`config.mk`:
```
export PLATFORM = sky130hd
export DESIGN_NAME = swervolf_bin2seg
export DESIGN_NICKNAME = d
export VERILOG_FILES = /design/src/rtl/swervolf_bin2seg.sv
export SDC_FILE = /design/constraint.sdc
export NUM_CORES = 1
export LEC_CHECK = 0
export ABC_AREA = 1
export CORE_MARGIN = 2
export CORE_UTILIZATION = 45
export DETAILED_ROUTE_END_ITERATION = 10
export PLACE_DENSITY = 0.69
export SYNTH_ARGS = -nofsm -noshare
export SYNTH_HDL_FRONTEND = slang
export SYNTH_SLANG_ARGS = --single-unit
```
`constraint.sdc`:
```
create_clock -name i_clk -period 1.86 [get_ports i_clk]
set_input_delay 0.372 -clock i_clk [delete_from_list [all_inputs] [get_ports i_clk]]
set_output_delay 0.372 -clock i_clk [all_outputs]
set_load 0.03 [all_outputs]
```
`src/rtl/swervolf_bin2seg.sv`:
```
`default_nettype none
// +--------------------------------------------------------------------------+
// | Module   : swervolf_bin2seg                                              |
// | Purpose  : Sequential binary -> packed BCD converter (iterative double-  |
// |            dabble, one bit per clock) with leading-zero blanking and     |
// |            overflow indication. Feeds the digit/enable registers of the  |
// |            eight-digit seven-segment controller.                         |
// | Revision : 1.0 - initial release                                         |
// +--------------------------------------------------------------------------+
// | Ports                                                                    |
// |   i_clk       in   1          system clock                               |
// |   i_rst       in   1          synchronous, active-high reset             |
// |   i_start     in   1          conversion request, sampled only in IDLE   |
// |   i_bin       in   BIN_W      unsigned value, captured on accepted start |
// |   i_lz_blank  in   1          leading-zero blanking, captured on start   |
// |   o_busy      out  1          conversion in progress                     |
// |   o_done      out  1          one-cycle pulse when results update        |
// |   o_bcd       out  4*N_DIGITS packed BCD, digit 0 in bits [3:0]          |
// |   o_enables   out  N_DIGITS   active-low digit enables                   |
// |   o_overflow  out  1          last accepted value exceeded 99_999_999    |
// +--------------------------------------------------------------------------+

module swervolf_bin2seg #(
  parameter int BIN_W    = 27,
  parameter int N_DIGITS = 8
) (
  input  logic                  i_clk,
  input  logic                  i_rst,
  input  logic                  i_start,
  input  logic [BIN_W-1:0]      i_bin,
  input  logic                  i_lz_blank,
  output logic                  o_busy,
  output logic                  o_done,
  output logic [4*N_DIGITS-1:0] o_bcd,
  output logic [N_DIGITS-1:0]   o_enables,
  output logic                  o_overflow
);

  localparam int                  c_bcd_w   = 4 * N_DIGITS;
  localparam int                  c_cnt_w   = $clog2(BIN_W + 1);
  localparam logic [BIN_W-1:0]    c_max_val = BIN_W'(99_999_999);
  // Reset display: a single "0" on digit 0, all other digits dark.
  localparam logic [N_DIGITS-1:0] c_en_rst  = {{(N_DIGITS-1){1'b1}}, 1'b0};
  localparam logic [c_bcd_w-1:0]  c_bcd_ovf = {N_DIGITS{4'hE}};

  typedef enum logic [1:0] {
    ST_IDLE   = 2'd0,
    ST_SHIFT  = 2'd1,
    ST_FINISH = 2'd2
  } state_t;

  state_t               state_q,   state_d;
  logic [BIN_W-1:0]     bin_q,     bin_d;
  logic [c_bcd_w-1:0]   scratch_q, scratch_d;
  logic [c_cnt_w-1:0]   cnt_q,     cnt_d;
  logic                 blank_q,   blank_d;
  logic                 busy_q,    busy_d;
  logic                 done_q,    done_d;
  logic [c_bcd_w-1:0]   bcd_q,     bcd_d;
  logic [N_DIGITS-1:0]  en_q,      en_d;
  logic                 ovf_q,     ovf_d;

  logic [c_bcd_w-1:0]   w_adj;
  logic [c_bcd_w-1:0]   w_shift;
  logic [N_DIGITS-1:0]  w_en_blank;
  logic                 w_scratch_ok;

  // Double-dabble step: add 3 to every digit >= 5 (digits are independent,
  // no carry crosses a nibble), then shift the next binary MSB in.
  always_comb begin
    w_adj = scratch_q;
    for (int i = 0; i < N_DIGITS; i++) begin
      if (scratch_q[4*i +: 4] >= 4'd5) begin
        w_adj[4*i +: 4] = scratch_q[4*i +: 4] + 4'd3;
      end
    end
    w_shift = {w_adj[c_bcd_w-2:0], bin_q[BIN_W-1]};
  end

  // Blanking mask for the final digits: bit i goes dark only when digit i
  // and every digit above it are zero. Digit 0 always stays lit.
  always_comb begin
    logic zero_run;
    zero_run   = 1'b1;
    w_en_blank = '0;
    for (int i = N_DIGITS - 1; i >= 1; i--) begin
      zero_run      = zero_run & (w_shift[4*i +: 4] == 4'd0);
      w_en_blank[i] = zero_run;
    end
  end

  // Next-state and datapath.
  // Results, o_done and o_busy are registered on the transition into their
  // state, so o_done and the new result appear together in the FINISH cycle.
  always_comb begin
    state_d   = state_q;
    bin_d     = bin_q;
    scratch_d = scratch_q;
    cnt_d     = cnt_q;
    blank_d   = blank_q;
    bcd_d     = bcd_q;
    en_d      = en_q;
    ovf_d     = ovf_q;

    case (state_q)
      ST_IDLE: begin
        if (i_start) begin
          blank_d = i_lz_blank;
          if (i_bin > c_max_val) begin
            // Out of display range: skip the shift phase entirely.
            bcd_d   = c_bcd_ovf;
            en_d    = '0;
            ovf_d   = 1'b1;
            state_d = ST_FINISH;
          end else begin
            scratch_d = '0;
            bin_d     = i_bin;
            cnt_d     = c_cnt_w'(BIN_W);
            state_d   = ST_SHIFT;
          end
        end
      end

      ST_SHIFT: begin
        scratch_d = w_shift;
        bin_d     = bin_q << 1;
        cnt_d     = cnt_q - c_cnt_w'(1);
        if (cnt_q == c_cnt_w'(1)) begin
          // Last iteration: publish the fully shifted scratch directly.
          bcd_d   = w_shift;
          en_d    = blank_q ? w_en_blank : '0;
          ovf_d   = 1'b0;
          state_d = ST_FINISH;
        end
      end

      ST_FINISH: begin
        state_d = ST_IDLE;
      end

      default: begin
        state_d = ST_IDLE;
      end
    endcase

    busy_d = (state_d == ST_SHIFT);
    done_d = (state_d == ST_FINISH);
  end

  always_ff @(posedge i_clk) begin
    if (i_rst) begin
      state_q   <= ST_IDLE;
      bin_q     <= '0;
      scratch_q <= '0;
      cnt_q     <= '0;
      blank_q   <= 1'b0;
      busy_q    <= 1'b0;
      done_q    <= 1'b0;
      bcd_q     <= '0;
      en_q      <= c_en_rst;
      ovf_q     <= 1'b0;
    end else begin
      state_q   <= state_d;
      bin_q     <= bin_d;
      scratch_q <= scratch_d;
      cnt_q     <= cnt_d;
      blank_q   <= blank_d;
      busy_q    <= busy_d;
      done_q    <= done_d;
      bcd_q     <= bcd_d;
      en_q      <= en_d;
      ovf_q     <= ovf_d;
    end
  end

  assign o_busy     = busy_q;
  assign o_done     = done_q;
  assign o_bcd      = bcd_q;
  assign o_enables  = en_q;
  assign o_overflow = ovf_q;

  // Every scratch digit must remain a legal decimal digit.
  always_comb begin
    w_scratch_ok = 1'b1;
    for (int i = 0; i < N_DIGITS; i++) begin
      if (scratch_q[4*i +: 4] > 4'd9) begin
        w_scratch_ok = 1'b0;
      end
    end
  end

  a_scratch_digits: assert property (@(posedge i_clk) disable iff (i_rst) w_scratch_ok);
  a_done_single:    assert property (@(posedge i_clk) disable iff (i_rst) o_done |=> !o_done);

endmodule

`default_nettype wire

```
==> run summary <==
drt drc: 0
Cell Area, Synth: 5550 sq um
Worst setup EP type: output pin
CP Capture Point: o_bcd[20]
power per cell area: 836 nW/um^2
vias: 5528
Critical Path AT: 1.40 ns
slowest stage delay, CP: 0.68 ns
Critical-path top delay cell: clkdlybuf4s50_1
synth unique cells: 27
Power Total: 6.15 mW
DIE AREA: 13200 sq um
share of power burned in registers: 0.434
R2R setup slack: 0.11 ns
Synth top area share: 0.393
period utilisation layout: 0.954
reg2reg end: o_enables[4]
worst slew pin tran: 0.590 ns
total CTS buffers: 9
Combinational Power Share: 0.276
status: finished, final reports clean
worst endpoint required time: 1.49 ns
Initial Util: 0.462
initial DRC count: 383
CP Cell Sequence: clkdlybuf4s50_1
# diodes: 0
GRT Total Usage: 0.204
Max-slew headroom: 0.607
Final setup viols: 0
final wirelength: 13500 um
Synth Instances: 858
Crit Path Class: reg -> out
GRT overflow: 0
CP Max Fanout: 2
CP Depth: 1
Pint: 4.21 mW
Worst-path clk slew: 0.07 ns
vias in the first global route: 4936
Final Hold Viols: 0
syn nets: 907
global-route wire length before repair: 22000 um
Cell Rows: 40
CTS Buffer Depth: 2
total number of yosys warnings: 0
largest net degree at the start of global routing: 61
nets: 1012
CTS tree: yes
fraction of layout cells with a size suffix above 1: 0.127
Psw: 1.93 mW
Slew Limit Fails: 0
synthesized area per cell: 6.47 sq um
initial antenna violation count: 0
Placer Congestion: 0.879
Util after Layout: 0.612
Area growth syn-to-layout: 32.5%
Register-to-Register Path Depth: 13
clock root buffer: clkbuf_16
Post-DP HPWL: 8780 um
DRT Pass-1 Iters: 5
Cells after DPL: 1094
Multi-input gate area: 3060 sq um
fin cells: 1113
CP Launch Point: o_bcd[20]
Hold Path Class: in -> reg
Clock Sinks: 109
fillcell total: 1157
CTS H-tree lvls: 3
Synth area leader: dfxtp_1
Clk Latency, worst-skew pair: 0.35 ns
Largest delay share family, worst path: buffers and inverters
Yosys reg bits: 109
VDD IR max: 426 uV
static leakage: 3.44 nW
worst path buffer plus inverter count: 1
Max Cap Viol: 0
Clk pwr share: 0.290
Die H: 115 um
Seq/Total Area, Yosys: 0.393
Hold WS: 0.402 ns
via density per instance: 4.97
fmax: 0.563 GHz
IO Count: 74
area of the core: 12000 sq um
total area of sequential cells: 2190 sq um
drt wl/cell: 12.1 um
FF-to-FF Start: scratch_q[16]
Routed Antenna Nets: 0
synth top area cells: dfxtp_1 (39%), nand2_1 (19%), nor2_1 (7.1%)
Startpoint Class: register
Clock Skew: 0.00663 ns
width of the die: 115 um
Net Sw Frac: 0.315
Buffers on Ports: 72
Hold Startpoint: i_bin[4]
Setup TNS: 0 ns
fin crit period: 1.78 ns
unrepaired setup endpoints after global routing: yes
[flip-flops by register name, indices dropped and copies added (netlist names)]
name and count:
o_bcd 32, scratch_q 32, bin_q 27, o_enables 7
cnt_q 5, state_q 2, blank_q 1, o_busy 1
o_done 1, o_overflow 1
[repair_timing]
action                     4_1_cts  5_1_grt
setup endpoints to repair        8      105
gates resized for setup          5       66
hold buffers                     0        0
buffers inserted                 0        3
pin swaps                        0       24
gates cloned                     0        2
[placed cells by master, fill, tap and decap left out, drive strengths merged]
cell type        n
nand2          292
dfxtp          109
nor2           105
a21oi           77
nand3           74
buf             66
inv             62
clkdlybuf4s50   45
o21ai           40
dlymetal6s2s    26
ha              18
clkbuf          15
nand4           14
or2              5
xor2             5
nor3             4
o21bai           3
a21boi           2
a22oi            1
clkinv           1
conb             1
clkinvlp         1
[worst min path at each step]
stage                         end  slack [ns]  depth (start not counted)
finish                   bin_q[4]        0.40                          5
global route             bin_q[2]        0.43                          5
CTS                 scratch_q[29]        0.46                          2
detailed placement   o_enables[6]        0.45                          2
global placement    scratch_q[29]        0.45                          2
floorplan                 blank_q        0.43                          2
[kinds of logic (layout without fill, tap and decap cells)]
| group | Yosys count | in the layout | share of synthesized area |
|---|---|---|---|
| AND/OR/NAND/NOR | 494 | 494 | 0.363 |
| other | 1 | 1 | 0.000675 |
| AO/OA/AOI/OAI | 123 | 123 | 0.114 |
| buffers and inverters | 108 | 216 | 0.0802 |
| flip-flops | 109 | 109 | 0.393 |
| XOR/XNOR | 5 | 5 | 0.00789 |
| adder cells (fa/ha/maj) | 18 | 18 | 0.0406 |
[per-layer routing]
metal	track usage	vias up	part of all wire
li1	-	2952	-
met1	0.267	2450	0.48
met2	0.342	111	0.47
met3	0.0258	15	0.034
met4	0.0795	0	0.014
met5	0	-	0
[Yosys cell counts]
master	instances
nand2_1	287
dfxtp_1	109
nor2_1	105
a21oi_1	77
nand3_1	74
inv_1	61
o21ai_0	37
clkbuf_1	20
ha_1	18
buf_2	17
nand4_1	14
buf_1	5
or2_2	5
xor2_1	5
nand2_2	4
nor3_1	4
o21ai_1	3
a21boi_0	2
buf_6	2
o21bai_1	2
a22oi_1	1
buf_4	1
clkinv_1	1
conb_1	1
inv_2	1
nand2_4	1
o21bai_2	1
[area by class of cell]
class                      count  area share
clock buffer                  13      0.0354
clock inverter                 1     0.00102
inverter                      63      0.0321
multi-input combinational    641       0.416
sequential                   109       0.297
tap                          147      0.0250
timing repair buffer         139       0.193
[metrics by stage]
stage	cell area [sq um]	worst slack, ns
final	7360	0.0848
after CTS	7090	0.00633
after global placement	6800	-0.369
after global routing	7360	-0.00628
after floorplan	5550	0.253
after detailed placement	6800	-0.393
[power by group through the flow]
stage                     sequential (mW)  clock, mW  combinational [mW]
after floorplan                      2.85          0               0.869
after global placement               2.72          0                1.60
after detailed placement             2.72          0                1.61
after CTS                            2.67       1.83                1.63
after global routing                 2.70       1.90                1.89
final                                2.67       1.78                1.70
No activity file was read; power rests on OpenSTA's default activity.
